--- config.mk ---
export PLATFORM = sky130hd
export DESIGN_NAME = memory_flasher_mr
export DESIGN_NICKNAME = d
export VERILOG_FILES = /design/src/rtl/memory_flasher_mr_pkg.sv /design/src/rtl/memory_flasher_mr_region_select.sv /design/src/rtl/memory_flasher_mr.sv
export SDC_FILE = /design/constraint.sdc
export NUM_CORES = 1
export LEC_CHECK = 0
export CORE_MARGIN = 10
export CORE_UTILIZATION = 31
export DETAILED_ROUTE_END_ITERATION = 8
export REMOVE_ABC_BUFFERS = 1
export SYNTH_ARGS = -nofsm -noshare
export SYNTH_HDL_FRONTEND = slang
export SYNTH_HIERARCHICAL = 1
export SYNTH_SLANG_ARGS = --single-unit
--- constraint.sdc ---
create_clock -name clk -period 3.3 [get_ports clk]
set_clock_uncertainty 0.2 [all_clocks]
set_input_delay 0.33 -clock clk [delete_from_list [all_inputs] [get_ports clk]]
set_output_delay 0.33 -clock clk [all_outputs]
set_load 0.03 [all_outputs]
--- src/rtl/memory_flasher_mr_pkg.sv ---
// Shared state encoding and region-search helpers for the multi-region flasher.
package flasher_pkg;

  // Helpers operate on a fixed maximum width; callers zero-extend their masks.
  localparam int MAX_REGIONS = 32;
  localparam int MAX_REG_W   = 5;

  typedef enum logic [1:0] {
    IDLE  = 2'd0,
    FETCH = 2'd1,
    WRITE = 2'd2,
    DONE  = 2'd3
  } flasher_state_t;

  typedef struct packed {
    logic                 found;
    logic [MAX_REG_W-1:0] idx;
  } region_hit_t;

  // Lowest set bit of mask (used to pick the first region of a run).
  function automatic region_hit_t lowest_set(input logic [MAX_REGIONS-1:0] mask);
    region_hit_t hit;
    hit.found = 1'b0;
    hit.idx   = {MAX_REG_W{1'b0}};
    for (int i = MAX_REGIONS - 1; i >= 0; i--) begin
      if (mask[i]) begin
        hit.found = 1'b1;
        hit.idx   = MAX_REG_W'(i);
      end
    end
    return hit;
  endfunction

  // Next set bit strictly above cur; scanning downwards lets the lowest match win.
  function automatic region_hit_t next_region(input logic [MAX_REGIONS-1:0] mask,
                                              input logic [MAX_REG_W-1:0]   cur);
    region_hit_t hit;
    hit.found = 1'b0;
    hit.idx   = {MAX_REG_W{1'b0}};
    for (int i = MAX_REGIONS - 1; i >= 0; i--) begin
      if (mask[i] && (i > int'(cur))) begin
        hit.found = 1'b1;
        hit.idx   = MAX_REG_W'(i);
      end
    end
    return hit;
  endfunction

endpackage

--- src/rtl/memory_flasher_mr_region_select.sv ---
// Priority search over a region mask: first set bit, or next set bit above cur.
module flash_region_select
  import flasher_pkg::*;
#(
  parameter int NUM_REGIONS = 2,
  parameter int REG_W       = 1
) (
  input  logic [NUM_REGIONS-1:0] mask,
  input  logic [REG_W-1:0]       cur,
  input  logic                   first,
  output logic                   found,
  output logic [REG_W-1:0]       idx
);

  logic [MAX_REGIONS-1:0] mask_ext_s;
  logic [MAX_REG_W-1:0]   cur_ext_s;
  region_hit_t            hit_s;
  logic                   unused_idx_s;

  // Widen operands to helper width, then choose between first-region and next-region search.
  always_comb begin
    mask_ext_s                    = {MAX_REGIONS{1'b0}};
    mask_ext_s[NUM_REGIONS-1:0]   = mask;
    cur_ext_s                     = {MAX_REG_W{1'b0}};
    cur_ext_s[REG_W-1:0]          = cur;
    if (first) begin
      hit_s = lowest_set(mask_ext_s);
    end else begin
      hit_s = next_region(mask_ext_s, cur_ext_s);
    end
  end

  assign found        = hit_s.found;
  assign idx          = hit_s.idx[REG_W-1:0];
  // Upper index bits are always zero for in-range masks.
  assign unused_idx_s = ^hit_s.idx;

endmodule

--- src/rtl/memory_flasher_mr.sv ---
// Boot-time flasher: streams a contiguous image ROM into NUM_REGIONS target memories.
module memory_flasher_mr
  import flasher_pkg::*;
#(
  parameter  int DATA_W      = 16,
  parameter  int ADDR_W      = 10,
  parameter  int NUM_REGIONS = 2,
  localparam int REG_W       = (NUM_REGIONS > 1) ? $clog2(NUM_REGIONS) : 1
) (
  input  logic                    clk,
  input  logic                    async_rst_n,
  input  logic                    clk_en,
  input  logic                    flash_init,
  input  logic [NUM_REGIONS-1:0]  region_mask,
  output logic                    rom_rd_en,
  output logic [REG_W+ADDR_W-1:0] rom_addr,
  input  logic [DATA_W-1:0]       rom_data,
  output logic                    flash_valid,
  input  logic                    flash_ready,
  output logic [NUM_REGIONS-1:0]  flash_sel,
  output logic [ADDR_W-1:0]       flash_addr,
  output logic [DATA_W-1:0]       flash_data,
  output logic                    busy,
  output logic                    done_pulse,
  output logic                    system_enable
);

  localparam logic [ADDR_W-1:0] WORD_LAST = {ADDR_W{1'b1}};

  flasher_state_t         state_q, state_d;
  logic [REG_W-1:0]       region_q, region_d;
  logic [ADDR_W-1:0]      word_q, word_d;
  logic [NUM_REGIONS-1:0] mask_q, mask_d;
  logic [DATA_W-1:0]      data_q, data_d;
  logic                   fresh_q, fresh_d;
  logic                   done_q, done_d;

  logic [NUM_REGIONS-1:0] srch_mask_s;
  logic                   srch_first_s;
  logic                   srch_found_s;
  logic [REG_W-1:0]       srch_idx_s;

  // At run start search the incoming mask from bit 0; mid-run search the latched mask above the current region.
  always_comb begin
    if ((state_q == IDLE) || (state_q == DONE)) begin
      srch_mask_s  = region_mask;
      srch_first_s = 1'b1;
    end else begin
      srch_mask_s  = mask_q;
      srch_first_s = 1'b0;
    end
  end

  flash_region_select #(
    .NUM_REGIONS (NUM_REGIONS),
    .REG_W       (REG_W)
  ) u_region_select (
    .mask  (srch_mask_s),
    .cur   (region_q),
    .first (srch_first_s),
    .found (srch_found_s),
    .idx   (srch_idx_s)
  );

  // Next-state and datapath; nothing moves on a cycle without clk_en.
  always_comb begin
    state_d  = state_q;
    region_d = region_q;
    word_d   = word_q;
    mask_d   = mask_q;
    data_d   = data_q;
    fresh_d  = fresh_q;
    done_d   = done_q;
    if (clk_en) begin
      done_d = 1'b0;
      case (state_q)
        IDLE, DONE: begin
          if (flash_init) begin
            mask_d = region_mask;
            word_d = {ADDR_W{1'b0}};
            if (srch_found_s) begin
              region_d = srch_idx_s;
              state_d  = FETCH;
            end else begin
              state_d = DONE;
              done_d  = 1'b1;
            end
          end else begin
            state_d = state_q;
          end
        end
        FETCH: begin
          // ROM answers during the first WRITE cycle; fresh_q marks that cycle.
          state_d = WRITE;
          fresh_d = 1'b1;
        end
        WRITE: begin
          if (fresh_q) begin
            data_d  = rom_data;
            fresh_d = 1'b0;
          end else begin
            data_d = data_q;
          end
          if (flash_ready) begin
            if (word_q != WORD_LAST) begin
              word_d  = word_q + ADDR_W'(1);
              state_d = FETCH;
            end else begin
              // Word counter wraps; the mask search alone decides termination.
              word_d = {ADDR_W{1'b0}};
              if (srch_found_s) begin
                region_d = srch_idx_s;
                state_d  = FETCH;
              end else begin
                state_d = DONE;
                done_d  = 1'b1;
              end
            end
          end else begin
            state_d = WRITE;
          end
        end
        default: begin
          state_d = IDLE;
        end
      endcase
    end else begin
      done_d = done_q;
    end
  end

  // State and datapath registers with asynchronous clear.
  always_ff @(posedge clk or negedge async_rst_n) begin
    if (!async_rst_n) begin
      state_q  <= IDLE;
      region_q <= {REG_W{1'b0}};
      word_q   <= {ADDR_W{1'b0}};
      mask_q   <= {NUM_REGIONS{1'b0}};
      data_q   <= {DATA_W{1'b0}};
      fresh_q  <= 1'b0;
      done_q   <= 1'b0;
    end else begin
      state_q  <= state_d;
      region_q <= region_d;
      word_q   <= word_d;
      mask_q   <= mask_d;
      data_q   <= data_d;
      fresh_q  <= fresh_d;
      done_q   <= done_d;
    end
  end

  // Outputs decoded from registered state; write fields are zero outside WRITE.
  always_comb begin
    rom_rd_en     = (state_q == FETCH) && clk_en;
    rom_addr      = {region_q, word_q};
    flash_valid   = (state_q == WRITE);
    busy          = (state_q == FETCH) || (state_q == WRITE);
    system_enable = (state_q == DONE);
    done_pulse    = done_q;
    flash_sel     = {NUM_REGIONS{1'b0}};
    for (int i = 0; i < NUM_REGIONS; i++) begin
      flash_sel[i] = flash_valid && (region_q == REG_W'(i));
    end
    if (!flash_valid) begin
      flash_addr = {ADDR_W{1'b0}};
      flash_data = {DATA_W{1'b0}};
    end else if (fresh_q) begin
      flash_addr = word_q;
      flash_data = rom_data;
    end else begin
      flash_addr = word_q;
      flash_data = data_q;
    end
  end

endmodule

* Yosys cells after proc, flatten, opt, wreduce, memory -nomap -nowiden
Index checks and enable logic that the tools add are counted.
** Word-level totals
- Bits in registers :: 33
- Bits in latches :: 0
- Bits in writable memories :: 0
- Bits in read-only memories :: 0
- Word-level logic and storage cells :: 62
- Memories :: 0
** Cells by class
- $add $sub $neg :: 1
- $mul :: 0
- Divide/modulo/power cells :: 0
- Magnitude comparators :: 1
- Eq/ne operators :: 7
- Shift-type cells :: 0
- Muxes and demuxes :: 29
- Bitwise operators :: 1
- Reduce and logical (&&, ||, !) cells :: 16
** Operators by type and width (number)
- $mux 10 :: 4
- $mux 16 :: 2
- $mux 6 :: 4
- $pmux 10 s2 :: 1
- $add 10x1->10 const B :: 1
- $mux 2 :: 5
- $ne 10x10->1 const B :: 1
- $mux 1 :: 9
- $pmux 1 s2 :: 3
- $pmux 2 s3 :: 1
- $reduce_and 2->1 :: 3
- $reduce_and 5->1 :: 1
- $eq 2x2->1 const B :: 2
- $logic_and 1x1->1 :: 4
- $ne 2x2->1 const B :: 2
- $reduce_and 4->1 :: 1
- $reduce_bool 2->1 :: 2
- $reduce_and 3->1 :: 1
- $eq 2x1->1 const B :: 1
- $logic_not 2->1 :: 1
- $logic_or 1x1->1 :: 2
- $ne 2x1->1 const B :: 1
- $reduce_or 2->1 :: 1
- $gt 1x1->1 const A :: 1
- $not 1->1 :: 1

* Longest topological paths before layout
Gate-level depths: netlist of the first run.
- Depth after elaboration :: 10
- Depth in mapped cells :: 9

* By module
Netlist of the first run, hierarchy kept.
** By module, submodules not included
- memory_flasher_mr :: instances 1, cells each 190, area an instance 1908.1 µm², sequential area each 825.8 µm²
- flash_region_select :: instances 1, cells each 4, area an instance 25.0 µm², sequential area each 0.0 µm²

* Least setup slack after synthesis of the first run
No wires, ideal clock.
- Kind :: flip-flop to flip-flop
- Start :: register state_q[0]
- End :: register region_q
- Setup time :: 125 ps
- Arrival time :: 2183 ps
- Required time :: 2975 ps
- Setup slack :: 792 ps
- Stages on the path, launching flop included :: 9
- Path buffers :: 1
- Period minus slack after synthesis :: 2508 ps
- Cell sequence :: dfrtp_1 inv_1 ha_1 buf_2 mux2_2 a22o_1 and3_1 a41oi_1 mux2_2
** Between the ends
- Elaborated cells on any way between the ends :: 22
** RTL lines
- start: declaration :: RTL line memory_flasher_mr.sv:30 : flasher_state_t state_q, state_d;
- start signal: assignment :: RTL line memory_flasher_mr.sv:143 : state_q <= state_d;
- $eq 2x2->1 / $logic_not 2->1 (equally long branches) :: RTL line memory_flasher_mr.sv:45 : if ((state_q == IDLE) || (state_q == DONE)) begin
- $logic_or 1x1->1 (*) :: RTL line memory_flasher_mr.sv:45
- $mux 1 (*) :: RTL line memory_flasher_mr.sv:45
- named net srch_first_s :: RTL line memory_flasher_mr.sv:39 : logic srch_first_s;
- $mux 6 (*) :: RTL line memory_flasher_mr_region_select.sv:26 : if (first) begin
- named net srch_found_s :: RTL line memory_flasher_mr.sv:40 : logic srch_found_s;
- $mux 1 (*) :: RTL line memory_flasher_mr.sv:81, memory_flasher_mr.sv:111
- $mux 1 :: RTL line memory_flasher_mr.sv:105 : if (word_q != WORD_LAST) begin
- $mux 1 :: RTL line memory_flasher_mr.sv:104 : if (flash_ready) begin
- $pmux 1 s2 (*) :: RTL line memory_flasher_mr.sv:76 : case (state_q)
- end signal: assignment :: RTL line memory_flasher_mr.sv:136 : region_q <= {REG_W{1'b0}};
- end signal: assignment :: RTL line memory_flasher_mr.sv:144 : region_q <= region_d;
- end: declaration :: RTL line memory_flasher_mr.sv:31 : logic [REG_W-1:0] region_q, region_d;
Mark *: on every way through the listed nets, which the timed path passes. The rest lies on a longest branch. The select of a mux whose other input is x is not followed.
A chain may end at the register's enable or synchronous reset.

* Worst setup path after layout of the first run
- Start :: register state_q[0]
- End :: register word_q[5]
** Between the ends
- Longest elaborated chain between the ends :: 4
- Elaborated cells on any way between the ends :: 9
** Ends and longest elaborated chain
- $eq 2x2->1 / $logic_not 2->1 (equally long branches) :: RTL line memory_flasher_mr.sv:76
- $reduce_or 2->1 :: RTL line memory_flasher_mr.sv:76
- $ne 2x2->1 (no line) / $reduce_bool 2->1 (equally long branches)
- $reduce_and 4->1 (no line)
- end signal: assignment :: RTL line memory_flasher_mr.sv:137 : word_q <= {ADDR_W{1'b0}};
- end signal: assignment :: RTL line memory_flasher_mr.sv:145 : word_q <= word_d;
- end: declaration :: RTL line memory_flasher_mr.sv:32 : logic [ADDR_W-1:0] word_q, word_d;
Parallel ways exist; a longest one is shown, timed or not.

==> impl_metrics.toml, run 1 <==
[placement]
detailed_place.area_um2 = 2670
port_buffers = 66
gp_congestion = 0.846
dp_hpwl_mm = 3.76
preCtsSetupSlack_ns = 0.644

[floorplanning]
dieArea_um2 = 9790
die_w_um = 99.0
start_util_pct = 32.3
core-area_um2 = 5990
die_h_um = 99.0
io_pins = 67
rows = 28

[timing]
setup_violations = 0
rsz0062_at_grt = "false"
fin_tns_setup_ns = 0
fin_crit_sh_pct = 80.2
setup_slack_ns = 0.652
hold_viol_final = 0
maxSlewViolCount = 0
fmax_mhz = 378
worst_pin_slew_ns = 0.809
maxSlewHeadroom_pct = 45.9
whs_ns = 0.262
post-route-min-period_ns = 2.65

[power_and_ir_drop]
vdd_drop_max_mv = 0.355
power_w = 0.00216
p_per_area_nw_per_um2 = 780
p_leak_nw = 1.19

[final_layout]
n_antenna_cell = 0
stdcell_area_um2 = 2770
fillers = 580
drive_above_1_share_pct = 14.1
nets = 288
synthToLayoutAreaGrowth_pct = 43.2

[critical_path]
cp.required_ns = 3.30
slowest_stage = "or4b_1"
crit_start = "state_q[0]$_DFFE_PN0P_"
path_cells = "inv_1, ha_1, nand2b_1, or4b_1, or3_1, a21oi_1"
critical_path.endpoint_type = "register"
cp_top_family = "simple AND/OR/NAND/NOR gates"
crit_arrival_ns = 2.65
start_kind = "register"
cpPeakStageDelay_ns = 0.72
reg2reg_from = "state_q[0]$_DFFE_PN0P_"
crit_type = "reg -> reg"
path_buf_inv = 1
cp_max_fo = 16

[clock_tree]
cts_max_level = 2
cts_buffers = 5
clock_latency_ns = 0.28
cts_buffer_depth = 2
cts_tree = "done"
clkSinkCount = 33
postCtsSetupBuffers = 0
cts_root_buffer = "clkbuf_8"
cts_resized = 0
ctsHoldBuffers = 0
path_clk_slew_ns = 0.07

[run_status]
status = "finished, final reports clean"

[detailed_routing]
avgRoutedWirePerCell_um = 14.9
viasPerCell = 4.95
route.detailed.drc = 0
first_iter_violations = 63
drt-total-wl_mm = 5.02
antenna_left = 0
vias = 1668
drtPass1Iterations = 5

[grt]
grt_max_degree = 34
grt_usage_pct = 10.3
first_global_vias = 1611
grt_pass1_wl_mm = 8.36
antenna_found_initial = 0
grt_overflow = 0

[yosys]
synth-seq-cells = 33
syn_area_um2 = 1930
ys.warnings.count = 6
synthDistinctLibCells = 35
synth_area_leaders = "dfrtp_1, mux2_2, mux2i_1"
syn_area_per_cell_um2 = 9.96
synthCells = 194
yosysTopAreaCellShare_pct = 42.7
synthFlopType = "dfrtp_1"
synthArstFlopShare_pct = 100
synth_edf_count = 0
yosysTopAreaCell = "dfrtp_1"
ys_seq_area_share_pct = 42.7

[min_path]
min_path_type = "in -> async"

[flow_run]
drv_cap = 0
-- state kept, by name, summed over array words and instances, names as in the netlist --
name        count
data_q         16
done_pulse      1
fresh_q         1
mask_q          2
region_q        1
state_q         2
word_q         10
-- metrics by stage --
step	util [%]	std cells
after floorplan	-	183
after global placement	44.5	329
after detailed placement	44.5	329
after CTS	46.2	337
after global routing	46.2	337
final	46.2	337
-- final timing paths --
path | end | slack (ns) | depth (start not counted)
setup / recovery | word_q[5]$_DFFE_PN0P_ | 0.65 | 6
hold / removal | state_q[1]$_DFFE_PN0P_ | 0.26 | 2
setup reg to reg | word_q[5]$_DFFE_PN0P_ | 0.65 | 6
hold reg to reg | data_q[3]$_DFFE_PN0P_ | 0.30 | 1
max in group asynchronous | word_q[8]$_DFFE_PN0P_ | 2.32 | 2
min in group clk | data_q[3]$_DFFE_PN0P_ | 0.30 | 1
-- synthesized netlist by cell type (all sizes together) (4+ instances only) --
cell type / count
or3: 4
and2: 13
dfrtp: 33
nand3: 5
a21oi: 9
ha: 4
mux2i: 16
and3: 4
mux2: 22
nor2: 22
o21ai: 8
inv: 8
buf: 8
nand2: 11
-- area by class of cell --
type	count	area [µm²]	area share, %
well taps	75	93.8	3.39
inverters	8	30.0	1.08
repair buffers	71	698	25.2
multi-input cells	142	1020	36.8
flip-flops and latches	33	826	29.8
clock buffers	7	96.3	3.48
clock inverters	1	5.00	0.181
-- cell families (layout without fill, tap and decap cells) --
family | count (synthesis) | after routing | share of synthesized area (%)
muxes | 38 | 38 | 21.1
adders and majority gates | 4 | 4 | 2.59
buffers and inverters | 19 | 87 | 4.53
DFF | 33 | 33 | 42.7
and+or+nand+nor | 71 | 71 | 19.4
AOI/OAI and AO/OA | 29 | 29 | 9.64
-- routing by layer --
layer,part of all wire (%),GRT usage [%],up-vias
li1,-,-,822
met1,45,12.7,787
met2,44,15.4,55
met3,11,5.17,4
met4,0.48,3.09,0
met5,0,0,-
-- where the power goes --
group / internal (W) / total (W) / leakage [nW] / switching (W)
clock: 0.000188 / 0.000334 / 0.0542 / 0.000145
combinational: 0.000546 / 0.00120 / 0.722 / 0.000652
sequential: 0.000549 / 0.000628 / 0.415 / 0.0000792
-- cells in the final DEF (no fill, tap or decap), types with 2 or more instances in the layout --
master,instances
and4_1,3
clkdlybuf4s50_1,66
nand3_1,5
o21ai_0,6
nor2_1,22
buf_4,5
inv_1,8
and3_1,4
nand2b_1,3
o21ai_1,2
nand2_1,11
ha_1,4
nand4_1,2
or3_1,4
o31ai_1,2
mux2_2,22
a31oi_1,3
clkbuf_8,7
dfrtp_1,33
and2_1,13
a21oi_1,9
mux2i_1,16
Note: power is estimated with default switching activity, not from simulation.
==> inputs of run 2 (changes only) <==
==> constraint.sdc (replaced) <==
create_clock -name clk -period 2.5 [get_ports clk]
set_clock_uncertainty 0.2 [all_clocks]
set_input_delay 0.25 -clock clk [delete_from_list [all_inputs] [get_ports clk]]
set_output_delay 0.25 -clock clk [all_outputs]
set_load 0.03 [all_outputs]
==> run 2 against run 1 <==
Core utilization increased by 0.42 points. Total power is 36% higher. Critical path depth stayed put. Via count decreased by 0.18%. Final area increased by 0.90%. Clock-buffer cell count did not move. Clock power is 31% higher. First-iteration DRC count fell by 35%. Hold slack worse by 0.087 ns. Critical path type unchanged. Critical endpoint is now region_q$_DFFE_PN0P_.
==> impl_metrics.toml, run 2 (synthesis gave the netlist of run 1 again) <==
[critical_path]
cp-endpoint = "region_q$_DFFE_PN0P_"
crit_type = "reg -> reg"
reg2reg_from = "state_q[1]$_DFFE_PN0P_"
cp.required_ns = 2.46
crit_arrival_ns = 2.38
r2r_slack_ns = 0.08
cp_max_fo = 6
start_kind = "register"
crit_start = "state_q[1]$_DFFE_PN0P_"
r2r_cells = 6
critical_path.endpoint_type = "register"
r2r_end = "region_q$_DFFE_PN0P_"

[floorplanning]
io_pins = 67
die_w_um = 99.0
die_h_um = 99.0
core-area_um2 = 5990
start_util_pct = 32.3
rows = 28
dieArea_um2 = 9790

[power_and_ir_drop]
p_leak_nw = 1.30
vdd_drop_max_mv = 0.442
p_per_area_nw_per_um2 = 1050

[timing]
worst_pin_slew_ns = 0.429
fmax_mhz = 413
post-route-min-period_ns = 2.42
fin_crit_sh_pct = 96.8
hold_viol_final = 0
setup_slack_ns = 0.0808
setup_violations = 0
maxSlewViolCount = 0
maxSlewHeadroom_pct = 71.4
fin_tns_setup_ns = 0

[placement]
preCtsSetupSlack_ns = 0.0219
port_buffers = 66
dp_hpwl_mm = 3.89
gp_congestion = 0.828
dp.cells = 336

[clock_tree]
path_clk_slew_ns = 0.07
clock_latency_ns = 0.28
postCtsSetupBuffers = 0
cts_buffers = 5
cts_tree = "done"
cts_root_buffer = "clkbuf_8"
cts_buffer_depth = 2
cts_max_level = 2
clkSinkCount = 33

[grt]
first_global_vias = 1642
grt_usage_pct = 10.4
antenna_found_initial = 0
grt_max_degree = 34
grt_pass1_wl_mm = 8.52
grt_overflow = 0

[final_layout]
synthToLayoutAreaGrowth_pct = 44.5
reg_top3 = "data_q (16), word_q (10)"
stdcell_count = 344
drive_above_1_share_pct = 23.4
regArea_um2 = 826
largest_register_ffs = 16
n_antenna_cell = 0
layout_commonest_cell = "clkdlybuf4s50_1"
multiInputGateArea_um2 = 1030
mostFrequentLayoutCells = "clkdlybuf4s50_1, dfrtp_1, buf_4"
fillers = 603
top_register = "data_q"
finalCoreUtilization_pct = 46.6
nets = 295

[detailed_routing]
viasPerCell = 4.84
drt-total-wl_mm = 5.15
route.detailed.drc = 0
antenna_left = 0
first_iter_violations = 41
drtPass1Iterations = 4
avgRoutedWirePerCell_um = 15.0
vias = 1665

[flow_run]
drv_cap = 0

[run_status]
status = "finished, final reports clean"

[min_path]
min_path_type = "in -> async"
[run 2: layout make-up]
cell class                 count  share of cell area (%)
clock buffer                   7                    3.45
inverter                       8                    1.07
sequential                    33                    29.6
timing repair buffer          78                    25.4
tap                           75                    3.36
multi-input combinational    142                    36.9
clock inverter                 1                   0.179
[run 2: power by group]
part	switching, W	total [W]	internal, W
sequential	0.000102	0.000827	0.000725
clock	0.000190	0.000439	0.000249
combinational	0.000894	0.00167	0.000774
total	0.00119	0.00293	0.00175
[run 2: how the worst min path moves through the flow]
| stage | start | to | slack (ns) | depth (start not counted) |
|---|---|---|---|---|
| after floorplan | async_rst_n | data_q[0]$_DFFE_PN0P_ | -0.25 | 0 |
| after global placement | data_q[4]$_DFFE_PN0P_ | data_q[4]$_DFFE_PN0P_ | 0.28 | 1 |
| after detailed placement | data_q[11]$_DFFE_PN0P_ | data_q[11]$_DFFE_PN0P_ | 0.29 | 1 |
| after CTS | async_rst_n | data_q[1]$_DFFE_PN0P_ | 0.20 | 2 |
| after global routing | async_rst_n | data_q[1]$_DFFE_PN0P_ | 0.21 | 2 |
| final | async_rst_n | data_q[1]$_DFFE_PN0P_ | 0.18 | 2 |
[run 2: worst max-delay path, stage by stage, from the launching register on]
cell and delay, ns:
dfrtp_1 0.43, ha_4 0.32, mux2_2 0.35, a22o_1 0.26
and3_1 0.17, a41oi_1 0.23, mux2_2 0.35
[run 2: repair_timing]
item | in CTS | in global routing
hold buffers | 0 | 0
endpoints found under the hold margin | 0 | 0
resized for setup | 0 | 4
endpoints found under the setup margin | 0 | 9
[run 2: through the flow]
step,total power [W],hold WS [ns],area (µm²)
final,0.00293,0.175,2790
after CTS,0.00295,0.196,2780
after global placement,0.00248,0.285,2680
after floorplan,0.00189,-0.246,1880
after global routing,0.00317,0.210,2790
after detailed placement,0.00250,0.291,2680
[run 2: metal layers]
layer	global-route usage [%]	vias up	part of all wire (%)
met5	0	-	0
met4	2.65	0	0.45
met3	3.98	2	8.4
met2	15.9	47	44
met1	13.4	780	47
li1	-	836	-
==> inputs of run 3 (changes only) <==
--- a/config.mk
+++ b/config.mk
@@ -6,8 +6,9 @@
 export NUM_CORES = 1
 export LEC_CHECK = 0
 export CORE_MARGIN = 10
-export CORE_UTILIZATION = 31
+export CORE_UTILIZATION = 45
 export DETAILED_ROUTE_END_ITERATION = 8
+export PLACE_DENSITY = 0.8
 export REMOVE_ABC_BUFFERS = 1
 export SYNTH_ARGS = -nofsm -noshare
 export SYNTH_HDL_FRONTEND = slang
==> run 3 against run 2 <==
Critical path depth did not move. Core utilization is 21 points higher. Sequential share of layout area grew 0.54 points. Cell count is 7.0% lower. Non-clock buffer count is 1 higher. Die area decreased by 25%. Final area down 1.8%. Routed wire length increased by 0.51%. Clock power shrank 13%. Via count rose by 2.6%. Global-route usage grew 3.3 points.
==> impl_metrics.toml, run 3 (synthesis gave the netlist of run 1 again) <==
[critical_path]
critical_path.endpoint_type = "register"
path_cells = "ha_4, mux2_2, a22o_1, and3_1, a41oi_1, mux2_2"
r2r_slack_ns = 0.09
cp_top_family = "multiplexers"
crit_start = "state_q[1]$_DFFE_PN0P_"
slowest_stage = "dfrtp_1"
r2r_end = "region_q$_DFFE_PN0P_"
r2r_cells = 6
crit_type = "reg -> reg"
crit_arrival_ns = 2.37
cp_max_fo = 6
reg2reg_from = "state_q[1]$_DFFE_PN0P_"
cp.required_ns = 2.47
crit_top_cell = "mux2_2"
start_kind = "register"
cpPeakStageDelay_ns = 0.42
path_buf_inv = 0

[clock_tree]
path_clk_slew_ns = 0.06
ctsHoldBuffers = 0
cts_buffers = 5
cts_tree = "done"
cts_root_buffer = "clkbuf_8"
cts_max_level = 2
clock_latency_ns = 0.28
postCtsSetupBuffers = 0
clkSinkCount = 33
cts_buffer_depth = 2
cts_resized = 0

[timing]
maxSlewViolCount = 0
setup_violations = 0
maxSlewHeadroom_pct = 70.6
fmax_mhz = 416
fin_crit_sh_pct = 96.2
rsz0062_at_grt = "false"
setup_slack_ns = 0.0941
worst_pin_slew_ns = 0.441
post-route-min-period_ns = 2.41
hold_viol_final = 0
whs_ns = 0.181

[grt]
grt_usage_pct = 13.7
antenna_found_initial = 0
first_global_vias = 1699
grt_max_degree = 34
grt_pass1_wl_mm = 8.29
grt_overflow = 0

[final_layout]
drive_above_1_share_pct = 22.6
largest_register_ffs = 16
nets = 296
finalCoreUtilization_pct = 67.1
reg_top3 = "data_q (16), word_q (10)"
layout_commonest_cell = "clkdlybuf4s50_1"
fillers = 347
mostFrequentLayoutCells = "clkdlybuf4s50_1, dfrtp_1, buf_4"
synthToLayoutAreaGrowth_pct = 41.9
top_register = "data_q"
n_antenna_cell = 0

[flow_run]
drv_cap = 0

[detailed_routing]
drt-total-wl_mm = 5.17
avgRoutedWirePerCell_um = 16.2
drtPass1Iterations = 4
first_iter_violations = 33
route.detailed.drc = 0
antenna_left = 0
vias = 1708
viasPerCell = 5.34

[power_and_ir_drop]
p_sw_w = 0.00119
p_leak_nw = 1.25
p_per_area_nw_per_um2 = 1060
clkPwrFrac_pct = 13.1
power_frac_comb_pct = 58.0
power.switching_fraction_pct = 41.2
vdd_drop_max_mv = 0.673
p_int_w = 0.00170
seqPwrFrac_pct = 28.9

[floorplanning]
core-area_um2 = 4090
start_util_pct = 47.3
dieArea_um2 = 7320
die_h_um = 85.5
rows = 23
die_w_um = 85.5
io_pins = 67

[placement]
preCtsSetupSlack_ns = 0.0271
dp_hpwl_mm = 3.86
port_buffers = 66
gp_congestion = 0.834

[run_status]
status = "finished, final reports clean"

[min_path]
min_path_type = "in -> async"
## run 3: metal layers
metal,vias to the layer above,part of all wire [%],global-route usage (%)
met5,-,0,0
met4,0,0.60,3.14
met3,4,9.9,6.62
met2,63,44,21.7
met1,804,46,16.3
li1,837,-,-
## run 3: how the worst max path moves through the flow
stage                                  to  slack (ns)  depth (start not counted)
finish               region_q$_DFFE_PN0P_        0.09                          6
global route                flash_addr[9]        0.02                          5
floorplan           word_q[5]$_DFFE_PN0P_       -0.03                          6
CTS                  region_q$_DFFE_PN0P_        0.02                          6
detailed placement   region_q$_DFFE_PN0P_        0.03                          6
global placement     region_q$_DFFE_PN0P_        0.09                          6
## run 3: metrics by stage
stage | TNS (ns) | power (W) | instances | area (µm²)
6_report | 0 | 0.00290 | 320 | 2740
5_1_grt | 0 | 0.00310 | 320 | 2740
2_1_floorplan | -0.114 | 0.00189 | 183 | 1880
3_5_place_dp | 0 | 0.00251 | 312 | 2650
4_1_cts | 0 | 0.00290 | 320 | 2730
3_3_place_gp | 0 | 0.00246 | 312 | 2650
## run 3: power by group through the flow
stage	clock network (W)	logic [W]	registers, W
global route	0.000413	0.00183	0.000861
finish	0.000380	0.00168	0.000837
detailed placement	0	0.00167	0.000843
CTS	0.000394	0.00167	0.000833
floorplan	0	0.000988	0.000905
global placement	0	0.00164	0.000829
## run 3: cell type report
class	instances	area (µm²)	share of cell area (%)
timing repair buffer	79	713	26.0
multi-input combinational	142	1030	37.6
inverter	8	30.0	1.09
clock buffer	8	80.1	2.92
tap	50	62.6	2.28
sequential	33	826	30.1
## run 3: worst register-to-register path: stages (launching register included)
cell and delay (ns):
dfrtp_1 0.42, ha_4 0.32, mux2_2 0.34, a22o_1 0.26, and3_1 0.17, a41oi_1 0.24, mux2_2 0.35
